### src/rtl/fft_pkg.sv
// Shared types and default sizes for the radix-2 DIT FFT controller.
package fft_pkg;

    localparam int FFT_N     = 64;
    localparam int FFT_LOG2N = 6;

    typedef enum logic [1:0] {
        IDLE,
        ISSUE,
        DRAIN,
        DONE
    } fft_seq_state_t;

    typedef logic [FFT_LOG2N-1:0] addr_t;
    typedef logic [FFT_LOG2N-2:0] tw_idx_t;

endpackage

### src/rtl/fft_addr_gen.sv
// Butterfly address and twiddle index from (stage, k); pure combinational,
// also reused by the datapath write-back path.
module fft_addr_gen
    import fft_pkg::*;
#(
    parameter int LOG2N = FFT_LOG2N
) (
    input  logic [LOG2N-1:0] stage,
    input  logic [LOG2N-2:0] k,
    output logic [LOG2N-1:0] addr_a,
    output logic [LOG2N-1:0] addr_b,
    output logic [LOG2N-2:0] tw_idx
);

    localparam logic [LOG2N-1:0] ONE = LOG2N'(1);
    localparam logic [LOG2N-1:0] TOP = LOG2N'(LOG2N - 1);

    logic [LOG2N-1:0] kx;
    logic [LOG2N-1:0] half;
    logic [LOG2N-1:0] pos;
    logic [LOG2N-1:0] grp;

    always_comb begin
        kx     = {1'b0, k};
        half   = ONE << stage;
        pos    = kx & (half - ONE);
        grp    = kx >> stage;
        addr_a = (grp << (stage + ONE)) | pos;
        addr_b = addr_a + half;
        // pos < half <= N/2, so its top bit is always clear
        tw_idx = pos[LOG2N-2:0] << (TOP - stage);
    end

endmodule

### src/rtl/fft_sequencer.sv
// Stage/op sequencer for the in-place radix-2 DIT butterfly datapath,
// with a pipeline drain between stages to avoid read-after-write hazards.
module fft_sequencer
    import fft_pkg::*;
#(
    parameter int N        = FFT_N,
    parameter int LOG2N    = FFT_LOG2N,
    parameter int PIPE_LAT = 2
) (
    input  logic             clk,
    input  logic             rst,
    input  logic             start,
    input  logic             abort,
    input  logic             op_ready,
    output logic             op_valid,
    output logic [LOG2N-1:0] addr_a,
    output logic [LOG2N-1:0] addr_b,
    output logic [LOG2N-2:0] tw_idx,
    output logic [LOG2N-1:0] stage,
    output logic             stage_done,
    output logic             busy,
    output logic             done
);

    localparam int KW = LOG2N - 1;
    localparam int DW = (PIPE_LAT > 1) ? $clog2(PIPE_LAT) : 1;

    localparam logic [KW-1:0]    K_LAST = KW'(N / 2 - 1);
    localparam logic [LOG2N-1:0] S_LAST = LOG2N'(LOG2N - 1);
    localparam logic [DW-1:0]    D_LOAD = DW'(PIPE_LAT - 1);

    fft_seq_state_t   state_q, state_d;
    logic [LOG2N-1:0] stage_q, stage_d;
    logic [KW-1:0]    k_q, k_d;
    logic [DW-1:0]    drain_q, drain_d;

    logic [LOG2N-1:0] ag_a;
    logic [LOG2N-1:0] ag_b;
    logic [LOG2N-2:0] ag_tw;

    always_ff @(posedge clk) begin
        if (rst) begin
            state_q <= IDLE;
            stage_q <= '0;
            k_q     <= '0;
            drain_q <= '0;
        end else begin
            state_q <= state_d;
            stage_q <= stage_d;
            k_q     <= k_d;
            drain_q <= drain_d;
        end
    end

    always_comb begin
        state_d    = state_q;
        stage_d    = stage_q;
        k_d        = k_q;
        drain_d    = drain_q;
        stage_done = 1'b0;
        done       = 1'b0;
        op_valid   = (state_q == ISSUE);

        // abort wins over everything and suppresses both pulses
        if (abort) begin
            state_d = IDLE;
            stage_d = '0;
            k_d     = '0;
            drain_d = '0;
        end else begin
            unique case (state_q)
                IDLE: begin
                    if (start) begin
                        state_d = ISSUE;
                        stage_d = '0;
                        k_d     = '0;
                    end
                end
                ISSUE: begin
                    if (op_ready) begin
                        if (k_q == K_LAST) begin
                            drain_d = D_LOAD;
                            state_d = DRAIN;
                        end else begin
                            k_d = k_q + KW'(1);
                        end
                    end
                end
                DRAIN: begin
                    if (drain_q == '0) begin
                        stage_done = 1'b1;
                        k_d        = '0;
                        if (stage_q == S_LAST) begin
                            state_d = DONE;
                        end else begin
                            state_d = ISSUE;
                            stage_d = stage_q + LOG2N'(1);
                        end
                    end else begin
                        drain_d = drain_q - DW'(1);
                    end
                end
                DONE: begin
                    done    = 1'b1;
                    state_d = IDLE;
                    stage_d = '0;
                    k_d     = '0;
                end
            endcase
        end
    end

    fft_addr_gen #(
        .LOG2N (LOG2N)
    ) u_addr_gen (
        .stage  (stage_q),
        .k      (k_q),
        .addr_a (ag_a),
        .addr_b (ag_b),
        .tw_idx (ag_tw)
    );

    assign addr_a = op_valid ? ag_a  : '0;
    assign addr_b = op_valid ? ag_b  : '0;
    assign tw_idx = op_valid ? ag_tw : '0;
    assign stage  = stage_q;
    assign busy   = (state_q != IDLE);

endmodule

### config.mk
export PLATFORM = sky130hd
export DESIGN_NAME = fft_sequencer
export DESIGN_NICKNAME = d
export VERILOG_FILES = /design/src/rtl/fft_pkg.sv /design/src/rtl/fft_addr_gen.sv /design/src/rtl/fft_sequencer.sv
export SDC_FILE = /design/constraint.sdc
export NUM_CORES = 1
export LEC_CHECK = 0
export CORE_AREA = 2 2 44 86
export CTS_CLUSTER_DIAMETER = 30
export DETAILED_ROUTE_END_ITERATION = 8
export DIE_AREA = 0 0 46 88
export PLACE_DENSITY = 0.88
export SETUP_SLACK_MARGIN = 0.15
export SYNTH_ARGS = -nofsm -noshare
export SYNTH_HDL_FRONTEND = slang
export SYNTH_SLANG_ARGS = --single-unit
### constraint.sdc
create_clock -name clk -period 3.5 [get_ports clk]
set_input_delay 0.35 -clock clk [delete_from_list [all_inputs] [get_ports clk]]
set_output_delay 0.35 -clock clk [all_outputs]
set_load 0.02 [all_outputs]
==> flow_summary.ini <==
[global_routing]
use_met3_pct = 3.51
grt_pass1_vias = 1986
antenna_found_initial = 0
track_usage_pct = 30.6
grt_pass1_wl_um = 8980
met1_usage_pct = 28.9
grtUsageMet2_pct = 55.6
grt_overflow_total = 0
busiest_layer = met2
grt_max_degree = 14

[floorplanning]
core-area_um2 = 3380
die_h_um = 88
rows = 30
die_x_um = 46
dieArea_um2 = 4050
start_util_pct = 50.7
io_pins = 32

[final_layout]
syn_to_final_growth_pct = 46.8
fin_util_pct = 74.4
layout-drive-gt1-share_pct = 30.6
antennaDiodeCount = 0
nNetsFinal = 326
final_cell_area_um2 = 2510
instances_no_fill = 339

[synthesis]
synth-seq-area-share_pct = 16.4
synth_cell_types = 50
synthesis.area_um2 = 1710
synth.yosys.warnings = 0
yosys.area.top_type = dfxtp_1
synth_commonest_cells = nand2_1 (30), nor2_1 (30), a21oi_1 (14), dfxtp_1 (14), ha_1 (12)
synth_nets = 264
ys_ff_latch = 14
synth_edf_count = 0
synth.avg_cell_area_um2 = 6.96
yosys-top-cells-area = dfxtp_1 (16%), ha_1 (8.8%), nand2_1 (6.6%), nor2_1 (6.6%), a21oi_1 (4.1%)
syn_inst = 246
ys_async_sr_fraction_pct = 0
netlist.area_leader.share_pct = 16.4
synth_ff_type = dfxtp_1

[detailed_routing]
wl_per_cell_um = 17.6
drtIter0Drc = 71
detail_route.wirelength_um = 5970
final_antenna_net_count = 0
drtPass1Iterations = 4
route.detailed.drc = 0
via_count = 2114
vias_per_cell = 6.24

[worst_setup_path]
worst-path-buf-inv = 2
worstPathArrival_ns = 2.97
end_kind = output pin
path_cells = ha_1 > buf_4 > nand2b_1 > o32ai_1 > a32o_2 > ha_4 > nor2b_2 > o21ai_0 > nand2_1 > xnor2_1 > nor2_1 > buf_2
reg2reg_from = k_q[0]$_SDFFE_PP0P_
worstSetupPathType = flip-flop to output pin
setup.worst_path.start = stage[1]$_SDFFE_PP0P_
worstPathRequired_ns = 3.15
cp-start-kind = flip-flop
cp_slowest_cell = dfxtp_4
worst-path-max-fanout = 9
crit_family = compound AO/OA/AOI/OAI gates
cpPeakStageDelay_ns = 0.37

[sta]
rsz0062_at_grt = yes
setup_ws_ns = 0.181
drv_slew = 0
slew-limit-headroom_pct = 57.3
post-route-min-period_ns = 3.32
setup_viol = 0
hold_viol = 0
fmax_mhz = 301
fin_crit_sh_pct = 94.8
final.setup.tns_ns = 0
fin_worst_skew_ns = 0.00623
tightest_slew_ns = 0.634

[clock_network]
cts_root_buf = clkbuf_8
cts_buffers = 3
clk_pin_slew_ns = 0.06
htreeDepth = 1
tritoncts = done
cts_buffer_depth = 2
cts.sinks = 14
postCtsHoldBufs = 0
clock_latency_ns = 0.26

[job]
drv_cap = 0

[power]
p_per_area_nw_per_um2 = 144
vdd_drop_max_mv = 0.234
p_leak_nw = 1.04

[place]
dp_cells = 329
gp_congestion = 1.02
place_area_um2 = 2270
post-dp-hpwl_um = 4430
port_buffers = 31
place_ws_ns = -0.171

[run_status]
outcome = finished clean

[min_path]
hp-class = flip-flop to flip-flop
hp-start = k_q[4]$_SDFFE_PP0P_
-- path summary, 6_finish.rpt --
check,to,slack (ns),cells past startpoint
max,addr_b[4],0.18,12
min reg2reg,k_q[4]$_SDFFE_PP0P_,0.56,2
min,k_q[4]$_SDFFE_PP0P_,0.56,2
max reg2reg,k_q[2]$_SDFFE_PP0P_,1.36,9
-- area by class of cell --
type,count,area [um^2]
tap,32,40.0
timing repair buffer,74,636
sequential,14,289
fill,248,863
inverter,11,41.3
clock buffer,4,55.1
multi-input combinational,204,1450
-- placed cells by master, fill, tap and decap left out, drive strengths merged, types with 4 or more instances in the layout --
cell type	instances
buf	45
nand2	30
nor2	30
clkdlybuf4s50	25
a21oi	15
dfxtp	14
ha	12
inv	11
o21ai	11
nand3	9
nor2b	9
nor3	8
xnor2	7
a31oi	7
a311oi	6
and2	6
xor2	5
nand2b	5
clkbuf	5
a211oi	4
-- state kept, by name, indices dropped and copies added (netlist names) --
register	cells
drain_q	1
k_q	5
stage	6
state_q	2
-- per-layer routing --
metal | routed length, um | up-vias
met5 | 0 | -
met4 | 477 | 0
met3 | 286 | 35
met2 | 3250 | 90
met1 | 1950 | 991
li1 | - | 998
-- kinds of logic after synthesis --
kind of cell / after synthesis / synth area share [%]
adders and majority gates: 13 / 9.93
muxes: 5 / 3.14
and+or+nand+nor: 112 / 32.4
buffers and inverters: 28 / 7.45
AOI/OAI and AO/OA: 62 / 24.6
DFF: 14 / 16.4
xor gates and xnor gates: 12 / 6.14
-- tightest hold or removal path, cell delays in order, from the launching register on --
cell and delay [ns]:
dfxtp_1 0.36, nand3_1 0.09, a21oi_1 0.06
-- through the flow --
stage,hold WS [ns],power (mW)
5_1_grt,0.578,0.374
3_3_place_gp,0.532,0.200
3_5_place_dp,0.546,0.201
4_1_cts,0.553,0.360
2_1_floorplan,0.498,0.186
6_report,0.558,0.363
-- timing repair --
item,in CTS,in global routing
endpoints found under the setup margin,6,5
resized for setup,19,37
setup buffers,3,3
pin swaps,2,8
-- where the power goes --
group	switching, mW	internal [mW]	total (mW)
combinational	0.0215	0.0155	0.0370
clock	0.0645	0.100	0.165
sequential	0.00159	0.160	0.161
Power figures use the tool's default switching activity.
==> edit 1, RTL diff (same settings) <==
Set the parameter `PIPE_LAT` to 4 (it was 2).
--- a/src/rtl/fft_sequencer.sv
+++ b/src/rtl/fft_sequencer.sv
@@ -6,5 +6,5 @@
     parameter int N        = FFT_N,
     parameter int LOG2N    = FFT_LOG2N,
-    parameter int PIPE_LAT = 2
+    parameter int PIPE_LAT = 4
 ) (
     input  logic             clk,
Check against the original RTL: same outputs for any inputs over 10 cycles, from zero or initial values; that may be too few to reach the edited logic, so the function may still have changed.
==> edit 1 against the unedited design <==
Register-to-register slack got worse by 300 ps. Routed wire length rose by 32%. Synthesized area rose by 2.9%. Sequential cell count rose by 1. Clock skew fell by 4.4 ps. Sequential power rose by 8%. Hold slack got worse by 98 ps. Core utilization rose by 8.1 points. Setup slack got worse by 480 ps. The flow now finishes with violations (setup timing). Final area rose by 11%. Power rose by 5.4%. Largest cell class unchanged. Sequential share of layout area fell by 0.19 points.
==> edit 1: results (changes against the unedited design) <==
- Slew @ Worst Pin: 803.1 ps (+169.5 ps)
- Seq/Total Area, Yosys: 17.03% (+0.67 points)
- Async SR Flop Fraction: 0% (unchanged)
- N_diodes: 0 (unchanged)
- Vias in the first global route: 2,321 (+17%)
- Status: complete, but fails checks
- Post-Route Skew: 1.832 ps (-4.395 ps)
- Top_reg_cell synth: dfxtp_1
- GRT Total Usage: 36.25% (+5.7 points)
- Residual DRC: 0 (unchanged)
- IO Port Bufs: 31 (unchanged)
- Fraction of layout cells with a size suffix above 1: 36.56% (+5.9 points)
- First DRT Iteration DRCs: 187 (+160%)
- Lkg Pwr: 1.227 nW (+18%)
- Largest net degree at the start of global routing: 12 (-2)
- Post-Route WL: 7902 um (+32%)
- Dpl hpwl: 4736 um (+6.9%)
- Setup TNS: -420.5 ps (-420.5 ps)
- Mean Syn Cell Area: 7.470 sq um (+7.3%)
- CTS H-Tree Depth: 1 (unchanged)
- Clk slew on worst S/H paths: 60 ps (about the same)
- Distinct cells, synth: 61 (+22%)
- Placed Cells incl. Taps: 341 (+3.6%)
- Worst Reg-to-Reg Cells: 6 (-3)
- Placer Congestion: 0.9970 (-2.5%)
- Top cells by area, synth: dfxtp_1, ha_1, nor2_1
- Commonest cells in the netlist: nor2_1, nand2_1, a21oi_1, dfxtp_1, inv_1
- Worst-case clock buffer depth: 2 (unchanged)
- Setup ws final: -303.4 ps (-484.7 ps)
- Final setup viols: 3 (+3)
- Non-Filler Instances: 352 (+3.8%)
- Worst Path Arrival: 3450 ps (+480 ps)
- Hold path cells: 2 (unchanged)
- Cell with the most instances after synthesis: nor2_1
- Drt pass-1 iters: 5 (+1)
- Syn_nets: 255 (-3.4%)
- Routed vias/inst: 6.801 (+9.1%)
- Failing checks: setup timing
- First-pass GRT wire length: 10,760 um (+20%)
- CP Max Fanout: 3 (-6)
- VDD IR-drop max: 0.2426 mV (+3.7%)
edit 1: cells by family (layout without fill, tap and decap cells):
group / Yosys count / in the layout / synth area share [%]
and+or+nand+nor: 106 / 106 / 33.92
adders and majority gates: 14 / 14 / 10.36
AOI/OAI and AO/OA: 57 / 57 / 23.07
muxes: 6 / 6 / 3.549
DFF: 15 / 15 / 17.03
buffers and inverters: 28 / 112 / 7.097
xor gates and xnor gates: 10 / 10 / 4.968
edit 1: what timing repair did:
item | 4_1_cts | 5_1_grt
resized for setup | 44 | 17
pin swaps | 12 | 9
endpoints found under the setup margin | 5 | 7
setup buffers | 4 | 3
edit 1: area by class of cell:
type,instances,area [sq um]
flip-flops and latches,15,315.3
well taps,32,40.04
fillers,180,589.3
clock buffers,4,45.04
repair buffers,93,777.0
inverters,15,56.30
multi-input cells,193,1555
edit 1: path summary, 6_finish.rpt:
path	from	to	slack (ps)
worst max-delay path	stage[4]$_SDFFE_PP0P_	addr_b[5]	-300
worst min register to register	drain_q[0]$_SDFFE_PP0P_	drain_q[0]$_SDFFE_PP0P_	460
worst max register to register	stage[0]$_SDFFE_PP0P_	stage[3]$_SDFFE_PP0P_	1060
worst min-delay path	drain_q[0]$_SDFFE_PP0P_	drain_q[0]$_SDFFE_PP0P_	460
edit 1: critical path, cell delays in order (launching register included):
cell and delay, ps:
dfxtp_2 340, buf_4 150, or4_4 440, o21a_1 280, a31oi_4 230, a221o_1 290
ha_4 230, and2_1 180, a311o_1 310, a221oi_2 300, nand2_1 140, mux2i_4 160
buf_6 140
edit 1: through the flow:
| step | worst slack, ps | instance area [sq um] |
|---|---|---|
| 2_1_floorplan | 176.9 | 1798 |
| 3_3_place_gp | -285.7 | 2490 |
| 3_5_place_dp | -353.1 | 2490 |
| 4_1_cts | -86.24 | 2676 |
| 5_1_grt | -458.9 | 2789 |
| 6_report | -303.4 | 2789 |
edit 1: routing by layer:
layer | part of all wire (%) | wire (um) | GRT usage, %
met1 | 32 | 2568 | 33.71
met2 | 50 | 3987 | 66.67
met3 | 7.5 | 592 | 5.773
met4 | 9.5 | 752 | 23.90
met5 | 0 | 0 | 0
edit 1: where the power goes:
part | switching, mW | total, mW | internal (mW) | leakage (nW)
clock | 0.0627 | 0.144 | 0.0808 | 0.0228
sequential | 0.00354 | 0.174 | 0.171 | 0.125
combinational | 0.0370 | 0.0645 | 0.0274 | 1.08
total | 0.103 | 0.382 | 0.279 | 1.23
==> edit 2, RTL diff (config.mk and constraints unchanged) <==
Made on the original files. The 4 states of `fft_seq_state_t` get a Gray code encoding in 2 bits.
--- a/src/rtl/fft_pkg.sv
+++ b/src/rtl/fft_pkg.sv
@@ -6,8 +6,8 @@
 
     typedef enum logic [1:0] {
-        IDLE,
-        ISSUE,
-        DRAIN,
-        DONE
+        IDLE  = 2'b00,
+        ISSUE = 2'b01,
+        DRAIN = 2'b11,
+        DONE  = 2'b10
     } fft_seq_state_t;
 
Check against the original RTL: same outputs for any inputs over 10 cycles, from zero or initial values; not proved beyond that.
==> edit 2 against the unedited design <==
The run now ends with setup timing left. Routed wire length grew 26%. Power shrank 4.5%. Sequential share of layout area shrank 1.4 points. Setup slack lost 470 ps. Synthesized area grew 6.7%. Sequential cell count is the same. Final area grew 14%. Critical endpoint is now addr_b[5].
==> edit 2: results (changes against the unedited design) <==
- Critical Path Source: stage[3]$_SDFFE_PP0P_
- Placer Congestion: 0.9538 (-6.8%)
- Final setup viols: 1 (+1)
- Post-Route Skew: 6.885 ps (+0.6575 ps)
- Hold Path Sink: drain_q$_SDFFE_PP0P_
- VDD IR-drop max: 0.2679 mV (+15%)
- Post-Route WL: 7516 um (+26%)
- # nets final: 355 (+8.9%)
- Hold_sp: drain_q$_SDFFE_PP0P_
- First-pass GRT wire length: 11,190 um (+25%)
- Drt pass-1 iters: 5 (+1)
- Lkg Pwr: 1.263 nW (+22%)
- First DRT Iteration DRCs: 150 (+110%)
- Worst Reg-to-Reg Cells: 8 (-1)
- CP Max Fanout: 3 (-6)
- Status: complete, but fails checks
- Mean Syn Cell Area: 7.254 sq um (+4.2%)
- Worst r2r dst: k_q[3]$_SDFFE_PP0P_
- Slowest stage cell, crit path: nor4_4
- Fraction of layout cells with a size suffix above 1: 36.12% (+5.5 points)
- Syn_nets: 270 (+2.3%)
- Top cells by area, synth: dfxtp_1, ha_1, nand3_1
- Worst Path Arrival: 3440 ps (+470 ps)
- Dpl hpwl: 4771 um (+7.7%)
- Wire per inst: 20.42 um (+16%)
- Distinct cells, synth: 60 (+20%)
- Setup ws final: -290.0 ps (-471.2 ps)
- GRT Total Usage: 37.40% (+6.8 points)
- Commonest cells in the netlist: nor2_1, nand3_1, nand2_1, dfxtp_1, clkbuf_1
- Failing checks: setup timing
- Setup TNS: -290.0 ps (-290.0 ps)
- R2R Setup Slk: 1310 ps (-50 ps)
## edit 2: logic make-up (layout without fill, tap and decap cells)
logic type	count (synthesis)	count (layout)	synth area share [%]
AOI/OAI and AO/OA	57	57	22.66
xor gates and xnor gates	11	11	5.682
adders and majority gates	13	13	9.309
buffers and inverters	32	115	7.255
DFF	14	14	15.33
muxes	9	9	5.065
other	0	1	0
and+or+nand+nor	116	116	34.70
## edit 2: worst max-delay path: cells and delay by family (launching register included)
kind | cells | cell delay [ps]
compound gates | 4 | 910
xor+xnor | 1 | 160
fa+ha+maj | 2 | 350
buf+inv | 2 | 340
flops | 1 | 330
mux | 1 | 160
simple gates | 5 | 930
## edit 2: layout make-up
cell class	instances	area, sq um
multi-input combinational	206	1607
timing repair buffer	101	837.1
fill	178	520.5
sequential	14	289.0
clock buffer	3	41.29
inverter	11	41.29
tap	32	40.04
antenna	1	2.502
## edit 2: worst max-delay path by stage
stage,to,slack (ps),depth (start not counted)
global placement,addr_b[5],-330,13
detailed placement,addr_b[5],-390,13
finish,addr_b[5],-290,15
CTS,addr_b[5],-50,12
floorplan,addr_b[5],150,15
global route,addr_b[5],-400,15
## edit 2: layer usage
layer | GRT usage (%) | vias to the layer above | routed length [um]
li1 | - | 1082 | -
met1 | 36.73 | 1113 | 2555
met2 | 64.02 | 136 | 3890
met3 | 7.423 | 52 | 452
met4 | 28.57 | 0 | 618
met5 | 0 | - | 0
## edit 2: through the flow
step	setup WS (ps)	cell area (sq um)	power (mW)	hold WS, ps	utilization [%]
floorplan	150.6	1884	0.1944	499.6	-
global placement	-327.5	2596	0.2110	534.6	76.85
detailed placement	-388.2	2596	0.2122	555.0	76.85
CTS	-47.38	2766	0.3421	611.9	81.89
global route	-398.6	2855	0.3556	641.2	84.52
finish	-290.0	2858	0.3463	624.6	84.59
## edit 2: power by group through the flow
stage                     clock (mW)  combinational [mW]  sequential [mW]
after global placement             0              0.0442            0.167
after global routing           0.141              0.0513            0.163
after detailed placement           0              0.0453            0.167
after CTS                      0.133              0.0467            0.163
after floorplan                    0              0.0297            0.165
final                          0.135              0.0483            0.163
## edit 2: timing repair
| item | CTS | global route |
|---|---|---|
| buffers inserted | 2 | 6 |
| hold buffers | 0 | 0 |
| pin swaps | 7 | 9 |
| setup endpoints to repair | 5 | 6 |
| cloned | 0 | 0 |
| resized for setup | 41 | 14 |
